==> src/rtl/mem_d1_sweeper_pkg.sv <==
// Shared types and constants for the std_mem_d1 range sweeper.
package mem_d1_sweeper_pkg;

  typedef enum logic [2:0] {
    S_IDLE,
    S_WR_ISSUE,
    S_WR_WAIT,
    S_RD,
    S_FIN
  } sweep_state_t;

  localparam logic MODE_FILL = 1'b0;
  localparam logic MODE_SUM  = 1'b1;

endpackage

==> src/rtl/mem_d1_sweeper_if.sv <==
// One-ported std_mem_d1 bus: master drives address/data/enable, slave returns data/done.
interface mem_d1_sweeper_if #(
  parameter int WIDTH    = 32,
  parameter int IDX_SIZE = 4
);
  logic [IDX_SIZE-1:0] mem_addr0;
  logic [WIDTH-1:0]    mem_write_data;
  logic                mem_write_en;
  logic [WIDTH-1:0]    mem_read_data;
  logic                mem_done;

  modport master (
    output mem_addr0, mem_write_data, mem_write_en,
    input  mem_read_data, mem_done
  );

  modport slave (
    input  mem_addr0, mem_write_data, mem_write_en,
    output mem_read_data, mem_done
  );
endinterface

==> src/rtl/mem_d1_sweeper_ctr.sv <==
// Element index and address register shared by FILL and SUM sweeps.
module sweep_ctr #(
  parameter int IDX_SIZE = 4
) (
  input  logic                clk,
  input  logic                reset,
  input  logic                load,
  input  logic                inc,
  input  logic [IDX_SIZE-1:0] base,
  input  logic [IDX_SIZE:0]   count,
  output logic [IDX_SIZE-1:0] addr,
  output logic                last
);
  logic [IDX_SIZE:0] idx;
  logic [IDX_SIZE:0] cnt;

  always_ff @(posedge clk or negedge reset) begin
    if (!reset) begin
      idx  <= '0;
      cnt  <= '0;
      addr <= '0;
    end else if (load) begin
      idx  <= '0;
      cnt  <= count;
      addr <= base;
    end else if (inc) begin
      idx  <= idx + (IDX_SIZE+1)'(1);
      addr <= addr + IDX_SIZE'(1);
    end
  end

  // High while the current element is the final one of the range.
  assign last = (idx + (IDX_SIZE+1)'(1)) == cnt;

endmodule

==> src/rtl/mem_d1_sweeper.sv <==
// Bulk FILL / SUM initiator for a std_mem_d1 memory, started by a go/done handshake.
module mem_d1_sweeper
  import mem_d1_sweeper_pkg::*;
#(
  parameter int WIDTH    = 32,
  parameter int SIZE     = 16,
  parameter int IDX_SIZE = 4
) (
  input  logic                clk,
  input  logic                reset,
  input  logic                go,
  input  logic                mode,
  input  logic [IDX_SIZE-1:0] base,
  input  logic [IDX_SIZE:0]   count,
  input  logic [WIDTH-1:0]    fill_val,
  input  logic [WIDTH-1:0]    step,
  output logic                busy,
  output logic                done,
  output logic                err,
  output logic [WIDTH-1:0]    result,
  mem_d1_sweeper_if.master    mem
);
  sweep_state_t state, next_state;

  logic [WIDTH-1:0]    val_q;
  logic [WIDTH-1:0]    step_q;
  logic [IDX_SIZE-1:0] addr;
  logic                last;
  logic                start;
  logic                ld;
  logic                inc;
  logic                we;
  logic [IDX_SIZE+1:0] span;
  logic                range_err;

  // Two extra bits so base + count never wraps before the bound check.
  assign span      = {2'b00, base} + {1'b0, count};
  assign range_err = span > (IDX_SIZE+2)'(SIZE);

  sweep_ctr #(.IDX_SIZE(IDX_SIZE)) u_ctr (
    .clk   (clk),
    .reset (reset),
    .load  (ld),
    .inc   (inc),
    .base  (base),
    .count (count),
    .addr  (addr),
    .last  (last)
  );

  always_ff @(posedge clk or negedge reset) begin
    if (!reset) state <= S_IDLE;
    else        state <= next_state;
  end

  always_comb begin
    next_state = state;
    start      = 1'b0;
    ld         = 1'b0;
    inc        = 1'b0;
    we         = 1'b0;
    case (state)
      S_IDLE: begin
        if (go) begin
          start = 1'b1;
          ld    = 1'b1;
          if (range_err || count == '0) next_state = S_FIN;
          else if (mode == MODE_SUM)    next_state = S_RD;
          else                          next_state = S_WR_ISSUE;
        end
      end
      S_WR_ISSUE: begin
        we         = 1'b1;
        next_state = S_WR_WAIT;
      end
      S_WR_WAIT: begin
        if (mem.mem_done) begin
          inc        = 1'b1;
          next_state = last ? S_FIN : S_WR_ISSUE;
        end
      end
      S_RD: begin
        inc        = 1'b1;
        next_state = last ? S_FIN : S_RD;
      end
      S_FIN:   next_state = S_IDLE;
      default: next_state = S_IDLE;
    endcase
  end

  // Running adder supplies fill_val + i*step without a multiplier.
  always_ff @(posedge clk or negedge reset) begin
    if (!reset) begin
      val_q  <= '0;
      step_q <= '0;
      result <= '0;
      err    <= 1'b0;
    end else if (start) begin
      val_q  <= fill_val;
      step_q <= step;
      result <= '0;
      err    <= range_err;
    end else if (state == S_WR_WAIT && mem.mem_done) begin
      val_q <= val_q + step_q;
    end else if (state == S_RD) begin
      result <= result + mem.mem_read_data;
    end
  end

  assign busy               = state != S_IDLE;
  assign done               = state == S_FIN;
  assign mem.mem_write_en   = we;
  assign mem.mem_addr0      = (state == S_IDLE || state == S_FIN) ? '0 : addr;
  assign mem.mem_write_data = (state == S_WR_ISSUE || state == S_WR_WAIT) ? val_q : '0;

endmodule
==> src/flat_wrapper.sv <==
// flat-port wrapper written by rule: the top's interface ports become plain ports
module mem_d1_sweeper_flat import mem_d1_sweeper_pkg::*;
#(
  parameter int WIDTH    = 32,
  parameter int SIZE     = 16,
  parameter int IDX_SIZE = 4
)
  (clk, reset, go, mode, base, count, fill_val, step, busy, done, err, result, mem_mem_addr0, mem_mem_write_data, mem_mem_write_en, mem_mem_read_data, mem_mem_done);
  mem_d1_sweeper_if #(.WIDTH(WIDTH), .IDX_SIZE(IDX_SIZE)) mem_i ();
  input  logic clk;
  input  logic reset;
  input  logic go;
  input  logic mode;
  input  logic [IDX_SIZE-1:0] base;
  input  logic [IDX_SIZE:0] count;
  input  logic [WIDTH-1:0] fill_val;
  input  logic [WIDTH-1:0] step;
  output logic busy;
  output logic done;
  output logic err;
  output logic [WIDTH-1:0] result;
  output wire logic [$bits(mem_i.mem_addr0)-1:0] mem_mem_addr0;
  output wire logic [$bits(mem_i.mem_write_data)-1:0] mem_mem_write_data;
  output wire logic [$bits(mem_i.mem_write_en)-1:0] mem_mem_write_en;
  input wire logic [$bits(mem_i.mem_read_data)-1:0] mem_mem_read_data;
  input wire logic [$bits(mem_i.mem_done)-1:0] mem_mem_done;
  assign mem_mem_addr0 = mem_i.mem_addr0;
  assign mem_mem_write_data = mem_i.mem_write_data;
  assign mem_mem_write_en = mem_i.mem_write_en;
  assign mem_i.mem_read_data = mem_mem_read_data;
  assign mem_i.mem_done = mem_mem_done;
  mem_d1_sweeper #(.WIDTH(WIDTH), .SIZE(SIZE), .IDX_SIZE(IDX_SIZE)) u_core (.clk(clk), .reset(reset), .go(go), .mode(mode), .base(base), .count(count), .fill_val(fill_val), .step(step), .busy(busy), .done(done), .err(err), .result(result), .mem(mem_i));
endmodule
==> config.mk <==
export PLATFORM = sky130hd
export DESIGN_NAME = mem_d1_sweeper_flat
export DESIGN_NICKNAME = d
export VERILOG_FILES = /design/src/rtl/mem_d1_sweeper_pkg.sv /design/src/rtl/mem_d1_sweeper_if.sv /design/src/rtl/mem_d1_sweeper_ctr.sv /design/src/rtl/mem_d1_sweeper.sv /design/src/flat_wrapper.sv
export SDC_FILE = /design/constraint.sdc
export NUM_CORES = 1
export LEC_CHECK = 0
export CORE_MARGIN = 1.5
export CORE_UTILIZATION = 52
export CTS_CLUSTER_DIAMETER = 30
export DETAILED_ROUTE_END_ITERATION = 7
export PLACE_DENSITY = 0.86
export SYNTH_ARGS = -nofsm -noshare
export SYNTH_HDL_FRONTEND = slang
export SYNTH_HIERARCHICAL = 1
export SYNTH_SLANG_ARGS = --single-unit
==> constraint.sdc <==
create_clock -name clk -period 3.3 [get_ports clk]
set_input_delay 0.99 -clock clk [delete_from_list [all_inputs] [get_ports clk]]
set_output_delay 0.99 -clock clk [all_outputs]
set_load 0.05 [all_outputs]
## Yosys cells after proc, flatten, opt, wreduce, memory -nomap -nowiden

Cells that the tools add are included.

- Bits in registers: 114
- Bits in latches: 0
- Bits in writable memories: 0
- Bits in read-only memories: 0
- Input port bits: 110
- Output and inout port bits: 72
- Memories kept: 0

- Add/subtract/negate cells: 5
- Multiply operators: 0
- Divide/modulo/power cells: 0
- $lt $le $gt $ge: 1
- Equal/unequal tests: 8
- Shifts and indexed selects: 0
- Muxes and demuxes: 23
- Bitwise logic cells: 0
- Reductions and logical operators: 12

Operators by type and width:

| kind | number |
|---|---|
| 32-bit two-way mux | 6 |
| 32-bit adder | 2 |
| 3-bit two-way mux | 5 |
| 4-bit two-way mux | 3 |
| 3-bit case mux with 4 select lines | 1 |
| 5-bit two-way mux | 2 |
| 4-bit by 5-bit adder with 6-bit output | 1 |
| 3-bit by 2-bit equality test with 1-bit output, second input constant | 2 |
| 6-bit by 5-bit greater-than comparator with 1-bit output, second input constant | 1 |
| 2-bit nonzero test | 3 |
| 5-bit by 1-bit adder with 5-bit output, second input constant | 1 |
| 5-bit equality test | 1 |
| 5-bit logical NOT | 1 |
| 4-bit by 1-bit adder with 4-bit output, second input constant | 1 |
| 1-bit two-way mux | 4 |
| 2-bit != test, second input constant | 2 |
| 2-bit AND reduction | 2 |
| 3-bit by 1-bit equality test with 1-bit output, second input constant | 1 |
| 3-bit equality test, second input constant | 1 |
| 3-bit logical NOT | 1 |
| 1-bit logical OR | 3 |
| 3-bit nonzero test | 1 |
| 2-bit two-way mux | 1 |
| 2-bit by 1-bit != test with 1-bit output, second input constant | 1 |
| other kinds (2) | 2 |

## Longest topological paths before layout

- Depth in word-level cells: 6
- Depth in mapped cells: 13
- Gate-level depth less buffers: 13

## By module

Netlist, hierarchy kept.

Modules (own cells, without submodules):

| module | times used | cells an instance | area each (sq um) | sequential area each (sq um) |
|---|---|---|---|---|
| mem_d1_sweeper | 1 | 915 | 7511.0 | 2502.4 |
| sweep_ctr | 1 | 62 | 715.7 | 350.3 |

## Worst setup path before layout

No wires, ideal clock.

- Path type: input-to-reg
- From: input port mem_mem_read_data[0]
- To: register u_core.result[30]
- Arrival time: 3131 ps
- Slack: 82 ps
- Stages on the path: 13
- Cells stage by stage: ha_1 > inv_1 > fa_1 > nor2b_4 > o21a_4 > o21ai_4 > a31oi_4 > a31oi_4 > o21ai_2 > a211oi_2 > o21ai_2 > a2111o_1 > o211ai_1

- Word-level cells in the longest chain between the ends: 4

Ends and longest elaborated chain:

| item | RTL line | text |
|---|---|---|
| from (decl) | flat_wrapper.sv:25 | `input wire logic [$bits(mem_i.mem_read_data)-1:0] mem_mem_read_data;` |
| 32-bit adder | mem_d1_sweeper.sv:106 | `result <= result + mem.mem_read_data;` |
| 32-bit two-way mux | mem_d1_sweeper.sv:105 | `end else if (state == S_RD) begin` |
| 32-bit two-way mux | mem_d1_sweeper.sv:103 | `end else if (state == S_WR_WAIT && mem.mem_done) begin` |
| 32-bit two-way mux | mem_d1_sweeper.sv:98 | `end else if (start) begin` |
| to (signal assigned) | mem_d1_sweeper.sv:106 |  |
| to (decl) | mem_d1_sweeper.sv:20 | `output logic [WIDTH-1:0] result,` |

Every way passes these cells. The select of a mux whose other input is x is not followed.
A chain may end at the register's enable or synchronous reset.

## Final worst setup path

- From: input port mem_mem_read_data[18]
- To: register u_core.result[31]

The elaborated chain is that of the path after synthesis.

==> flow_summary.yaml <==
synthesis:
  synth_edf_count: 0
  ys_types: 78
  synth-seq-area-share: 0.3468
  synth_flop_cell: "dfrtp_1"
  synth.cell_area_mm2: 0.008227
  syn_inst: 977
  syn_nets: 1158
  ys_ff_latch: 114
  ys_warn_count: 6
  avgSynthCellArea_um2: 8.420
  async_flop_share: 1.000
detailed_routing:
  vias: 8189
  ant_nets: 0
  finalWirelength_mm: 24.34
  drc: 0
  drt-initial-drc-count: 672
  top_layer_used: "met4"
  vias_per_cell: 5.683
  wl_met2_mm: 11.91
  wl_per_cell_um: 16.89
  drtPass1Iterations: 5
  wl_met1_mm: 10.59
  met3_length_mm: 1.079
sta:
  hold_viol: 0
  clock_skew_ns: 0.008903
  worst_pin_slew_ns: 0.7068
  fmax_ghz: 0.3106
  slew_viol_final: 0
  layout_setup_ws_ns: 0.08050
  fin_crit_ns: 3.220
  setup_viol: 0
  min_period_over_period: 0.9756
  slew_headroom: 0.5267
floorplanning:
  dieWidth_um: 128.8
  core_area_mm2: 0.01531
  dieHeight_um: 128.8
  rows: 45
  dieArea_mm2: 0.01658
  start_util: 0.5372
  io-pin-count: 182
worst_setup_path:
  r2r_cells: 13
  rrSetupSlack_ns: 0.28
  cp.required_ns: 3.60
  cp.arrival_ns: 3.52
  cp-start-kind: "input port"
  endpoint_kind: "flip-flop"
  cp_max_fo: 4
  crit_type: "in -> reg"
final_layout:
  fillers: 1057
  seq_area_mm2: 0.002853
  fin_nets: 1398
  drive_gt1_frac: 0.1561
  instances_no_fill: 1441
  multi_input_area_mm2: 0.005172
  antenna_cells: 0
  syn2layout_area_growth_pct: 42.59
place:
  post-dp-hpwl_mm: 17.27
  dp_slack_ns: -0.5159
  io_buffers: 181
  place_congestion: 0.9167
  place_inst: 1402
clock_tree:
  insertion_delay_ns: 0.42
  clockBufferDepth: 2
  clk_pin_slew_ns: 0.05
  cts.sinks: 114
  htreeDepth: 4
  cts_tree: "yes"
  root_buffer: "clkbuf_16"
  numCtsBuffers: 17
grt:
  grt_antenna_before_repair: 0
  grt_overflow: 0
  track_usage: 0.3029
  grt_pass1_vias: 8216
  grt_max_degree: 78
  grt_pass1_wl_mm: 39.79
power:
  p_total_mw: 14.06
  ir_drop_mv: 0.7735
  leakagePower_nw: 5.466
  power-per-cell-area_mw_per_mm2: 1199
status:
  outcome: "finished clean"
min_path:
  worstHoldPathType: "reg -> reg"
  worstHoldPathCells: 2
job:
  drv_cap: 0
==> per-stage QoR <==
stage          setup TNS [ns]    util  hold WS [ns]  instance area [µm²]
6_report                    0  0.7659        0.4758                11730
5_1_grt              -0.04831  0.7659        0.4991                11730
4_1_cts                     0  0.7626        0.4808                11680
3_5_place_dp           -6.065  0.7203        0.4675                11030
3_3_place_gp           -4.573  0.7203        0.4624                11030
2_1_floorplan               0       -        0.4497                 8227
==> per-layer routing <==
layer,global-route usage,vias up
met1,0.3848,3910
met4,0.1401,0
met3,0.04491,62
met5,0,-
met2,0.5112,309
li1,-,3908
==> synthesized netlist by cell type (3+ instances only) <==
master    instances  share of area
a211oi_1          5         0.0046
a21o_1           22          0.020
a21oi_1          78          0.047
a22oi_1           4         0.0037
a31o_2            3         0.0032
a31oi_1          15          0.011
and2_1           35          0.027
and3_1            6         0.0046
buf_1             6         0.0027
buf_2             4         0.0024
clkbuf_1         28          0.013
dfrtp_1         114           0.35
fa_1              3         0.0073
ha_1             68           0.10
inv_1            22          0.010
mux2_2            6         0.0082
mux2i_1           7         0.0085
nand2_1         183          0.083
nand2b_1          5         0.0038
nand3_1          41          0.025
nand3b_1          3         0.0027
nand4_1           4         0.0030
nor2_1           64          0.029
nor2b_1          11         0.0084
nor3_1           15         0.0091
nor3b_1           3         0.0027
o211ai_1          4         0.0037
o21a_1           10         0.0091
o21ai_0          63          0.038
o21ai_1          12         0.0073
o21ai_2           4         0.0043
o21bai_1          8         0.0073
o31a_1            3         0.0032
or2_2             3         0.0023
or3_1             4         0.0030
xnor2_1          36          0.038
xor2_1           27          0.029
==> placed cells by master (no fill, tap or decap), types with 22 or more instances in the layout <==
master             n
clkdlybuf4s50_1  145
xor2_1            27
nand2_1          182
ha_1              67
a21o_1            22
nand3_1           41
dfrtp_1          114
nor2_1            63
and2_1            35
buf_4             79
xnor2_1           36
a21oi_1           75
buf_12            33
o21ai_0           62
==> cells by family (layout without fill, tap and decap cells) <==
family | count (synthesis) | in the layout | share of synthesized area
compound gates | 265 | 265 | 0.2091
xor+xnor | 64 | 64 | 0.06981
fa+ha+maj | 71 | 71 | 0.1107
buf+inv | 62 | 315 | 0.02981
flops | 114 | 114 | 0.3468
mux | 13 | 13 | 0.01673
simple gates | 388 | 388 | 0.2170
==> path summary, 6_finish.rpt <==
check / from / endpoint
max in group asynchronous: reset / u_core/val_q[19]
max: mem_mem_read_data[18] / u_core/result[31]
min in group asynchronous: reset / u_core/u_ctr/addr[0]
min: u_core/step_q[12] / u_core/step_q[12]
max reg2reg: u_core/val_q[0] / u_core/val_q[26]
min reg2reg: u_core/step_q[12] / u_core/step_q[12]
==> worst max-delay path, stage by stage <==
cell and delay [ns]:
clkdlybuf4s50_1 0.41, ha_1 0.30, a21o_1 0.16, a21o_1 0.18, a21o_1 0.23, o21ai_0 0.37, a21oi_1 0.12, o21a_2 0.15
a21oi_2 0.17, nand3_1 0.10, a31o_1 0.22, mux2i_1 0.12
==> layout make-up <==
type / count / share of cell area
clock buffers: 22 / 0.04043
repair buffers: 261 / 0.2346
clock inverters: 10 / 0.01120
flip-flops and latches: 114 / 0.2432
well taps: 211 / 0.02251
multi-input cells: 801 / 0.4410
inverters: 22 / 0.007147
==> report_power, final <==
part	internal [mW]	switching, mW	total (mW)
Combinational	4.11	5.45	9.56
Clock	1.24	0.654	1.89
Sequential	2.05	0.557	2.60
==> repair_timing <==
item,CTS,global route
buffers inserted,5,2
resized for setup,4,10
hold buffers,0,0
endpoints found under the setup margin,5,15
pin swaps,9,3
==> registers in the layout (all words and copies together) (netlist names) <==
register / flops
u_core/u_ctr/idx: 5
u_core/state: 3
u_core/u_ctr/cnt: 5
u_core/step_q: 32
u_core/result: 32
u_core/err: 1
u_core/val_q: 32
u_core/u_ctr/addr: 4
Note: power is estimated with default switching activity, not from simulation.
==> edit (config.mk and constraints unchanged) <==
Register the inputs `go`, `mode`, `base`, `count`, `fill_val` and `step` before use. The logic sees them one clock later. The other inputs are not delayed to match.
--- a/src/rtl/mem_d1_sweeper.sv
+++ b/src/rtl/mem_d1_sweeper.sv
@@ -22,2 +22,19 @@
 );
+
+  logic go_q;
+  logic mode_q;
+  logic [IDX_SIZE-1:0] base_q;
+  logic [IDX_SIZE:0] count_q;
+  logic [WIDTH-1:0] fill_val_q;
+  logic [WIDTH-1:0] step_r;
+
+  always_ff @(posedge clk) begin
+    go_q       <= go;
+    mode_q     <= mode;
+    base_q     <= base;
+    count_q    <= count;
+    fill_val_q <= fill_val;
+    step_r     <= step;
+  end
+
   sweep_state_t state, next_state;
@@ -36,3 +53,3 @@
   // Two extra bits so base + count never wraps before the bound check.
-  assign span      = {2'b00, base} + {1'b0, count};
+  assign span      = {2'b00, base_q} + {1'b0, count_q};
   assign range_err = span > (IDX_SIZE+2)'(SIZE);
@@ -44,4 +61,4 @@
     .inc   (inc),
-    .base  (base),
-    .count (count),
+    .base  (base_q),
+    .count (count_q),
     .addr  (addr),
@@ -63,7 +80,7 @@
       S_IDLE: begin
-        if (go) begin
+        if (go_q) begin
           start = 1'b1;
           ld    = 1'b1;
-          if (range_err || count == '0) next_state = S_FIN;
-          else if (mode == MODE_SUM)    next_state = S_RD;
+          if (range_err || count_q == '0) next_state = S_FIN;
+          else if (mode_q == MODE_SUM)    next_state = S_RD;
           else                          next_state = S_WR_ISSUE;
@@ -98,4 +115,4 @@
     end else if (start) begin
-      val_q  <= fill_val;
-      step_q <= step;
+      val_q  <= fill_val_q;
+      step_q <= step_r;
       result <= '0;
Behaviour: not the same (Yosys sat finds a counterexample within 4 cycles, from zero or initial values and one cycle with reset low).
==> edit against the original RTL <==
Total power rose by 5.5%. Hold slack got worse by 0.061 ns. Critical path depth fell by 9. Cell area rose by 10%. Sequential cell count rose by 75. Setup slack improved by 0.018 ns. Utilization fell by 7.1 points. Area after synthesis rose by 19%. Count of clock-buffer cells in the layout fell by 5. Wire length rose by 0.88%. Largest power group unchanged.
==> edit: results (changes against the original RTL) <==
[global_routing]
grt_pass1_vias = 8488  ; was 8,216
grt_use_total = 0.254  ; was 0.303
grt_pass1_wl_um = 40300  ; was 39,800 um

[synthesis]
synth_compound_area_frac = 0.193  ; was 0.209
syn_inst = 1067  ; was 977
yosysUniqueCellTypes = 72  ; was 78
synthAdderAreaFrac = 0.0928  ; was 0.111
synth_common_cells = nand2_1 (176), dfrtp_1 (114), a21oi_1 (76)  ; was nand2_1 (183), dfrtp_1 (114), a21oi_1 (78)
synthArstFlopShare = 0.603  ; was 1.00
synth_seq_area_share = 0.444  ; was 0.347
synth_area_leaders = dfrtp_1 (29%), dfxtp_1 (15%), ha_1 (8.7%)  ; was dfrtp_1 (35%), ha_1 (10%), nand2_1 (8.3%)
synth.avg_cell_area_um2 = 9.20  ; was 8.42 um2
synth_nets = 1248  ; was 1,158
synthMuxAreaShare = 0.0130  ; was 0.0167

[placed_design]
pre_cts_ws_ns = -0.412  ; was -0.516 ns
globalplace.congestion = 0.916  ; was 0.917

[run_status]
status = finished, final reports clean  ; unchanged

[worst_setup_path]
r2r_end = u_core/val_q[31]$_DFFE_PN0P_  ; was u_core/val_q[26]$_DFFE_PN0P_
cp_data_arrival_time_ns = 2.21  ; was 3.52 ns
path_delay_family = buffers and inverters  ; was compound AO/OA/AOI/OAI gates
crit_fanout = 11  ; was 4

[sta]
tightest_slew_ns = 0.893  ; was 0.707 ns
finalCritPeriodShare = 0.970  ; was 0.976
hold_ws_ns = 0.415  ; was 0.476 ns

[finish]
drive_above_1_share = 0.126  ; was 0.156
signal_buffers = 246  ; was 261
nonClkBufAreaFrac = 0.175  ; was 0.235
clk_share = 0.0508  ; was 0.0516
multi_input_area_share = 0.409  ; was 0.441

[power_and_ir_drop]
p_sw_mw = 6.96  ; was 6.67 mW
p_per_area_nw_per_um2 = 1150  ; was 1200 nW/um2
leakage_nw = 6.05  ; was 5.47 nW

[drt]
vias = 8585  ; was 8,189

-- edit: power groups by stage --
| stage | Combinational, mW | Clock (mW) | Sequential [mW] |
|---|---|---|---|
| floorplan | 5.95 | 0 | 3.96 |
| global placement | 8.60 | 0 | 3.57 |
| detailed placement | 8.79 | 0 | 3.60 |
| CTS | 8.92 | 2.30 | 3.56 |
| global route | 9.80 | 2.40 | 3.65 |
| finish | 9.02 | 2.25 | 3.57 |
-- edit: metal layers --
layer	vias up	global-route usage	share of wire
li1	4203	-	-
met1	4042	0.327	0.43
met2	292	0.429	0.49
met3	48	0.0397	0.054
met4	0	0.0997	0.026
met5	-	0	0
-- edit: worst min-delay path: cells and delay by family, from the launching register on --
family / cells / cell delay, ns
DFF: 1 / 0.30
and+or+nand+nor: 2 / 0.08
-- edit: repair_timing --
item                                    4_1_cts  5_1_grt
setup buffers                                 0        3
hold buffers                                  0        0
endpoints found under the setup margin        0       10
gates resized for setup                       0       18
